--- src/rtl/sdhci_dat_pkg.sv ---
// sdhci_dat_pkg: shared types for the SDHCI DAT transfer sequencer
package sdhci_dat_pkg;
  localparam int DefBlkCntWidth = 16;
  typedef enum logic [2:0] {IDLE, RD_CARD, RD_HOST, WR_HOST, WR_CARD, CMD12_WAIT} xfer_state_e;
  typedef struct packed {
    logic read;
    logic multi;
    logic bce;
    logic acmd12;
  } xfer_mode_t;
endpackage

--- src/rtl/sdhci_blk_counter.sv ---
// sdhci_blk_counter: remaining-block counter with saturating decrement and infinite mode
module sdhci_blk_counter #(
  parameter int W = 16
) (
  input  logic         clk_i,
  input  logic         rst_ni,
  input  logic         clr_i,
  input  logic         load_i,
  input  logic [W-1:0] load_val_i,
  input  logic         load_inf_i,
  input  logic         dec_i,
  output logic [W-1:0] dec_val_o,
  output logic         last_o,
  output logic         more_o
);
  logic [W-1:0] r_rem;
  logic         r_inf;
  assign dec_val_o = r_rem == '0 ? '0 : r_rem - W'(1);
  assign last_o    = !r_inf && r_rem == W'(1);
  assign more_o    = r_inf || r_rem != '0;
  always_ff @(posedge clk_i or negedge rst_ni) begin
    if (!rst_ni) begin
      r_rem <= '0;
      r_inf <= 1'b0;
    end else if (clr_i) begin
      r_rem <= '0;
      r_inf <= 1'b0;
    end else if (load_i) begin
      r_rem <= load_val_i;
      r_inf <= load_inf_i;
    end else if (dec_i && !r_inf) begin
      r_rem <= dec_val_o;
    end
  end
endmodule

--- src/rtl/sdhci_dat_xfer_ctrl.sv ---
// sdhci_dat_xfer_ctrl: per-transfer DAT sequencer handing buffer ownership between host port and DAT engine
module sdhci_dat_xfer_ctrl
  import sdhci_dat_pkg::*;
#(
  parameter int BlkCntWidth = DefBlkCntWidth
) (
  input  logic                   clk_i,
  input  logic                   rst_ni,
  input  logic                   soft_rst_i,
  input  logic                   start_i,
  input  logic                   read_i,
  input  logic                   multi_block_i,
  input  logic                   block_count_enable_i,
  input  logic                   auto_cmd12_enable_i,
  input  logic [BlkCntWidth-1:0] block_count_i,
  input  logic                   dat_block_done_i,
  input  logic                   dat_error_i,
  input  logic                   host_block_done_i,
  input  logic                   auto_cmd12_done_i,
  output logic                   dat_start_o,
  output logic                   auto_cmd12_req_o,
  output logic                   read_transfer_active_o,
  output logic                   write_transfer_active_o,
  output logic                   buffer_read_enable_o,
  output logic                   buffer_write_enable_o,
  output logic                   block_count_de_o,
  output logic [BlkCntWidth-1:0] block_count_d_o,
  output logic                   xfer_error_o
);
  xfer_state_e            r_state, w_state_nxt;
  xfer_mode_t             r_mode, w_mode_in, w_mode_nxt;
  logic                   r_pend, w_pend_nxt, w_accept, w_wb, w_ac, w_load_inf, w_last, w_more, w_dec;
  logic                   w_dat_start, w_req, w_de, w_err;
  logic [BlkCntWidth-1:0] w_load_val, w_dec_val;
  assign w_mode_in  = '{read: read_i, multi: multi_block_i, bce: block_count_enable_i, acmd12: auto_cmd12_enable_i};
  assign w_accept   = r_state == IDLE && start_i && !(multi_block_i && block_count_enable_i && block_count_i == '0);
  assign w_mode_nxt = w_accept ? w_mode_in : r_mode;
  assign w_wb       = r_mode.multi && r_mode.bce;
  assign w_ac       = r_mode.multi && r_mode.acmd12;
  assign w_load_val = !multi_block_i ? BlkCntWidth'(1) : block_count_enable_i ? block_count_i : '0;
  assign w_load_inf = multi_block_i && !block_count_enable_i;
  sdhci_blk_counter #(.W(BlkCntWidth)) u_cnt (
    .clk_i      (clk_i),
    .rst_ni     (rst_ni),
    .clr_i      (soft_rst_i),
    .load_i     (w_accept),
    .load_val_i (w_load_val),
    .load_inf_i (w_load_inf),
    .dec_i      (w_dec),
    .dec_val_o  (w_dec_val),
    .last_o     (w_last),
    .more_o     (w_more)
  );
  // r_pend tracks an issued Auto CMD12 whose response has not yet arrived
  always_comb begin
    w_state_nxt = r_state;
    w_pend_nxt  = r_pend && !auto_cmd12_done_i;
    w_dat_start = 1'b0;
    w_req       = 1'b0;
    w_de        = 1'b0;
    w_err       = 1'b0;
    w_dec       = 1'b0;
    if (r_state == IDLE) begin
      w_pend_nxt = 1'b0;
      if (w_accept) begin
        w_state_nxt = read_i ? RD_CARD : WR_HOST;
        w_dat_start = read_i;
      end
    end else if (dat_error_i) begin
      w_state_nxt = IDLE;
      w_pend_nxt  = 1'b0;
      w_err       = 1'b1;
    end else begin
      case (r_state)
        RD_CARD, WR_CARD: if (dat_block_done_i) begin
          w_dec       = 1'b1;
          w_de        = w_wb;
          w_req       = w_ac && w_last;
          w_pend_nxt  = w_req;
          w_state_nxt = r_state == RD_CARD ? RD_HOST : !w_last ? WR_HOST : w_ac ? CMD12_WAIT : IDLE;
        end
        RD_HOST: if (host_block_done_i) begin
          w_dat_start = w_more;
          w_state_nxt = w_more ? RD_CARD : w_pend_nxt ? CMD12_WAIT : IDLE;
        end
        WR_HOST: if (host_block_done_i) begin
          w_dat_start = 1'b1;
          w_state_nxt = WR_CARD;
        end
        CMD12_WAIT: if (auto_cmd12_done_i) w_state_nxt = IDLE;
        default: w_state_nxt = IDLE;
      endcase
    end
  end
  always_ff @(posedge clk_i or negedge rst_ni) begin
    if (!rst_ni) begin
      r_state <= IDLE;
      {r_mode, r_pend, dat_start_o, auto_cmd12_req_o, xfer_error_o, block_count_de_o, block_count_d_o} <= '0;
      {read_transfer_active_o, write_transfer_active_o, buffer_read_enable_o, buffer_write_enable_o} <= '0;
    end else if (soft_rst_i) begin
      r_state <= IDLE;
      {r_mode, r_pend, dat_start_o, auto_cmd12_req_o, xfer_error_o, block_count_de_o, block_count_d_o} <= '0;
      {read_transfer_active_o, write_transfer_active_o, buffer_read_enable_o, buffer_write_enable_o} <= '0;
    end else begin
      r_state                 <= w_state_nxt;
      r_mode                  <= w_mode_nxt;
      r_pend                  <= w_pend_nxt;
      dat_start_o             <= w_dat_start;
      auto_cmd12_req_o        <= w_req;
      xfer_error_o            <= w_err;
      block_count_de_o        <= w_de;
      block_count_d_o         <= w_de ? w_dec_val : block_count_d_o;
      read_transfer_active_o  <= w_state_nxt != IDLE && w_mode_nxt.read;
      write_transfer_active_o <= w_state_nxt != IDLE && !w_mode_nxt.read;
      buffer_read_enable_o    <= w_state_nxt == RD_HOST;
      buffer_write_enable_o   <= w_state_nxt == WR_HOST;
    end
  end
endmodule

--- config.mk ---
export PLATFORM = sky130hd
export DESIGN_NAME = sdhci_dat_xfer_ctrl
export DESIGN_NICKNAME = d
export VERILOG_FILES = /design/src/rtl/sdhci_dat_pkg.sv /design/src/rtl/sdhci_blk_counter.sv /design/src/rtl/sdhci_dat_xfer_ctrl.sv
export SDC_FILE = /design/constraint.sdc
export NUM_CORES = 1
export LEC_CHECK = 0
export CELL_PAD_IN_SITES_DETAIL_PLACEMENT = 0
export CELL_PAD_IN_SITES_GLOBAL_PLACEMENT = 1
export CORE_ASPECT_RATIO = 0.5
export CORE_MARGIN = 4
export CORE_UTILIZATION = 41
export CTS_CLUSTER_DIAMETER = 100
export DETAILED_ROUTE_END_ITERATION = 8
export GPL_TIMING_DRIVEN = 1
export PLACE_DENSITY_LB_ADDON = 0.1
export SETUP_SLACK_MARGIN = 0.5
export SLEW_MARGIN = 15
export SYNTH_ARGS = -nofsm -noshare
export SYNTH_HDL_FRONTEND = slang
export SYNTH_HIERARCHICAL = 1
export SYNTH_SLANG_ARGS = --single-unit
--- constraint.sdc ---
create_clock -name clk_i -period 3.66 [get_ports clk_i]
set_input_delay 0.915 -clock clk_i [delete_from_list [all_inputs] [get_ports clk_i]]
set_output_delay 0.915 -clock clk_i [all_outputs]
set_load 0.1 [all_outputs]
* Word-level counts from Yosys, hierarchy flattened
Cells that the tools add are included.
** Storage, ports and cells
- Logic and storage cells :: 114
- Bits in registers :: 49
- Output and inout bits :: 24
- Input port bits :: 28
** Cells by class
- $add $sub $neg :: 1
- Equal/unequal tests :: 8
- Muxes and demuxes :: 60
- Reduce and logical (&&, ||, !) cells :: 28
** Operators with widths (count)
- 16-bit two-way mux :: 8
- 3-bit two-way mux :: 13
- 1-bit two-way mux :: 34
- 16-bit logical NOT :: 2
- 16-bit by 1-bit == test with 1-bit output (second input constant) :: 1
- 16-bit nonzero test :: 1
- 16-bit by 1-bit subtractor with 16-bit output (second input constant) :: 1
- 1-bit logical AND :: 13
- 3-bit by 2-bit == test with 1-bit output (second input constant) :: 4
- 3-bit one-hot mux with 4 select lines :: 1
- 4-bit two-way mux :: 2
- 3-bit == test (second input constant) :: 2
- 3-bit nonzero test :: 2
- 1-bit logical NOT :: 5
- 2-bit nonzero test :: 2
- 3-bit by 1-bit == test with 1-bit output (second input constant) :: 1
- 3-bit logical NOT :: 1
- 2-bit two-way mux :: 1
- 1-bit one-hot mux with 2 select lines :: 1
- 2-bit OR reduction :: 1
- 1-bit logical OR :: 1

* Logic depth before layout (Yosys ltp)
- Depth in word-level cells :: 11
- Gate-level depth with buffers :: 10
- Gate-level depth less buffers :: 9

* By module
Netlist, hierarchy kept.
** By module, submodules not included
- sdhci_dat_xfer_ctrl :: sequential area each 800.8 um^2, cells each 159, area each 1731.7 um^2, instances 1
- sdhci_blk_counter :: sequential area each 425.4 um^2, cells each 191, area each 1491.4 um^2, instances 1

* Worst setup path before layout
OpenSTA, ideal clock, no wires.
- Path type :: input port to flip-flop
- From :: input port block_count_i[1]
- To :: register u_cnt.r_rem[15]
- Required time :: 3591 ps
- Setup time :: 69 ps
- Path slack :: 547 ps
- Path buffers :: 1
- Data arrival time :: 3044 ps
- Cell stages on the path :: 9
- Cells stage by stage :: nor4_2 nand3_2 o211ai_4 inv_1 or2_2 clkbuf_1 nor3_1 or4b_2 nand3_1
** On the way
- Word-level cells in the longest chain between the ends :: 6
- Elaborated cells on any way between the ends :: 7
- Those cells by class :: mux: 2; reduce/logical: 5
** RTL lines
- start, declared :: line sdhci_dat_xfer_ctrl.sv:15 : input logic [BlkCntWidth-1:0] block_count_i,
- 16-bit logical NOT (*) :: line sdhci_dat_xfer_ctrl.sv:36 : assign w_accept = r_state == IDLE && start_i && !(multi_block_i && block_count_enable_i && block_count_i == '0 ...
- 1-bit logical AND (*) :: line sdhci_dat_xfer_ctrl.sv:36
- 1-bit logical NOT (*) :: line sdhci_dat_xfer_ctrl.sv:36
- 1-bit logical AND (*) :: line sdhci_dat_xfer_ctrl.sv:36
- net w_accept :: line sdhci_dat_xfer_ctrl.sv:32 : logic r_pend, w_pend_nxt, w_accept, w_wb, w_ac, w_load_inf, w_last, w_more, w_dec;
- 16-bit two-way mux :: line sdhci_blk_counter.sv:28 : end else if (load_i) begin
- 16-bit two-way mux :: line sdhci_blk_counter.sv:25 : end else if (clr_i) begin
- end signal, assigned :: line sdhci_blk_counter.sv:29 : r_rem <= load_val_i;
- end signal, assigned :: line sdhci_blk_counter.sv:32 : r_rem <= dec_val_o;
- end, declared :: line sdhci_blk_counter.sv:16 : logic [W-1:0] r_rem;
The timed path passes the listed nets; every way through them passes the cells marked *.
A chain may end at the register's enable or synchronous reset.

* Worst setup path after layout
Same ends and word-level chain as after synthesis.

==> results.yml <==
run_status:
  status: "finished, final reports clean"
flow_run:
  maxCapViolations: 0
logic_synthesis:
  synth_common_cells: "dfrtp_1, nor2_1, mux2i_1, nand2_1"
  synth.cell_area_mm2: 0.00322
  synth.most_common_cell: "dfrtp_1"
  ys.flop_type: "dfrtp_1"
  synth-edff-count: 0
  async_reset_ff_frac: 1.00
  synth.distinct_cells: 68
  synth_area_leader_cell: "dfrtp_1"
  synth_seq_cells: 49
  yosys-top-cells-area: "dfrtp_1, mux2i_1, nor2_1, and3_1, nand2_1"
  synth_top_area_frac: 0.380
  synth_cells: 350
  yosysSeqAreaShare: 0.380
  synth_warnings: 6
  synth_area_per_cell_um2: 9.21
  synthesis.nets: 381
detailed_routing:
  drtAntennaViolNets: 0
  num_vias: 2896
  drc: 0
  viasPerCell: 5.73
  totalWireLength_mm: 9.25
  first_iter_violations: 354
  drtPass1Iterations: 5
  wire_per_inst_um: 18.3
place:
  routabilityCongestion: 0.935
  dp_hpwl_mm: 6.78
  io_buffers: 51
  placed_cells: 497
die:
  start_util: 0.430
  die_w_um: 133
  dieArea_mm2: 0.00943
  ios: 52
  rows: 22
  die_h_um: 70.7
  core_mm2: 0.00749
worst_setup_path:
  rr_endpoint: "read_transfer_active_o$_DFF_PN0_"
  path_max_fanout: 11
  critical_path_arrival_ns: 3.25
  critical_path_buf_inv_count: 2
  required_ns: 3.88
  path_delay_family: "simple AND/OR/NAND/NOR gates"
  rr_worst_depth: 8
  crit_chain: "clkdlybuf4s50_1, nor4_2, nand3_2, o211ai_4, inv_1, or2_4, nor3_1, or4b_2, nand3_1"
  worstSetupStartpointType: "primary input"
  cp_slowest_stage_delay_ns: 0.60
  critical_path_class: "in2reg"
  startpoint: "block_count_i[1]"
  r2r_start: "u_cnt/r_rem[4]$_DFFE_PN0P_"
  endpoint_kind: "register"
  rrSetupSlack_ns: 0.68
  cp_slowest_cell: "or4b_2"
power:
  peakVddDrop_mv: 0.175
  leakage_nw: 1.71
  p_per_area_mw_per_mm2: 397
final_layout:
  fillers: 720
  n_antenna_cell: 0
  fin_nets: 427
  final_cells: 505
  drive_gt1_frac: 0.164
  syn_to_final_growth_pct: 23.2
global_route:
  overflow: 0
  antenna_found_initial: 0
  grt_pass1_vias: 2850
  grt_max_degree: 35
  grt_usage: 0.199
  grt_first_pass_wirelength_mm: 15.1
clock_network:
  post_cts_buffers: 0
  cts_tree: "yes"
  ctsResizeCount: 0
  clockBufferDepth: 2
  cts_sinks: 49
  ctsHtreeMaxLevel: 2
  postCtsHoldBufs: 0
  cts-root-buf: "clkbuf_16"
  clock_latency_ns: 0.29
  cts_buffers: 5
  cts.clk_slew.worst_paths_ns: 0.07
timing:
  final-setup-viol-count: 0
  worst_slew_pin_slew_ns: 0.980
  finalCritPeriodShare: 0.826
  max_freq_ghz: 0.331
  fin_worst_skew_ns: 0.00743
  tns_ns: 0
  min_period_ns: 3.02
  hold_viol: 0
  rsz0062_at_grt: "false"
  timing.slew.headroom: 0.345
  report.final.slew_viol_count: 0
worst_hold_path:
  worstHoldStart: "block_count_d_o[13]$_DFFE_PN0P_"
  min_to: "block_count_d_o[13]$_DFFE_PN0P_"
  min_path_type: "reg2reg"
  min_path_cells: 2
==> registers in the layout, indices dropped and copies added, names as in the netlist, 3 cells and up <==
signal	cells
u_cnt/r_rem	16
block_count_d_o	16
r_state	3
r_mode	4
==> per-layer routing <==
layer | GRT usage | up-vias | part of all wire
met4 | 0.0388 | 0 | 0.0082
met2 | 0.308 | 113 | 0.43
li1 | - | 1376 | -
met1 | 0.284 | 1399 | 0.49
met3 | 0.0526 | 8 | 0.073
met5 | 0 | - | 0
==> kinds of logic after synthesis <==
group / after synthesis / share of synthesized area
buf+inv: 35 / 0.0648
compound gates: 65 / 0.155
fa+ha+maj: 3 / 0.0116
flops: 49 / 0.380
xor+xnor: 7 / 0.0190
simple gates: 167 / 0.294
mux: 24 / 0.0749
==> area by class of cell <==
cell class,instances,area [um^2],area share
clock buffers,7,143,0.0359
multi-input cells,266,1830,0.461
repair buffers,65,573,0.144
well taps,108,135,0.0340
inverters,9,33.8,0.00851
clock inverters,1,30.0,0.00756
flip-flops and latches,49,1230,0.309
==> per-stage QoR <==
stage / power (mW) / util / cell area, um^2 / hold WS (ns) / setup slack, ns
after global placement: 1.02 / 0.502 / 3760 / 0.502 / 0.282
after global routing: 1.65 / 0.530 / 3970 / 0.537 / 0.507
final: 1.58 / 0.530 / 3970 / 0.518 / 0.638
after detailed placement: 1.03 / 0.502 / 3760 / 0.511 / 0.217
after CTS: 1.58 / 0.525 / 3930 / 0.528 / 0.532
after floorplan: 0.876 / - / 3220 / 0.490 / 0.547
==> worst min-delay path: cells and delay by family, from the launching register on <==
| family | cells | cell delay [ns] |
|---|---|---|
| simple gates | 1 | 0.07 |
| flops | 1 | 0.34 |
| mux | 1 | 0.06 |
==> worst max path at each step <==
stage / end / slack [ns] / cells after the start
2_1_floorplan: u_cnt/r_rem[15]$_DFFE_PN0P_ / 0.55 / 9
3_3_place_gp: u_cnt/r_rem[15]$_DFFE_PN0P_ / 0.28 / 9
3_5_place_dp: u_cnt/r_rem[15]$_DFFE_PN0P_ / 0.22 / 9
4_1_cts: u_cnt/r_rem[15]$_DFFE_PN0P_ / 0.53 / 9
5_1_grt: read_transfer_active_o$_DFF_PN0_ / 0.51 / 8
6_report: u_cnt/r_rem[15]$_DFFE_PN0P_ / 0.64 / 9
==> report_power, final <==
| part | internal (mW) | total [mW] | switching (mW) |
|---|---|---|---|
| clock network | 0.342 | 0.546 | 0.204 |
| logic | 0.175 | 0.444 | 0.270 |
| registers | 0.558 | 0.585 | 0.0276 |
| total | 1.07 | 1.58 | 0.502 |
==> cell usage in the layout (no fill, tap or decap), types with 6 or more instances in the layout <==
| master | instances |
|---|---|
| nand2_1 | 23 |
| buf_4 | 29 |
| and3_1 | 15 |
| inv_1 | 9 |
| dfrtp_1 | 49 |
| clkdlybuf4s50_1 | 35 |
| nand3_1 | 6 |
| nor2_1 | 47 |
| nand4_1 | 9 |
| a21oi_1 | 12 |
| nor4_1 | 6 |
| o211ai_1 | 10 |
| nor3_1 | 10 |
| mux2i_1 | 23 |
Note: power is estimated with default switching activity, not from simulation.
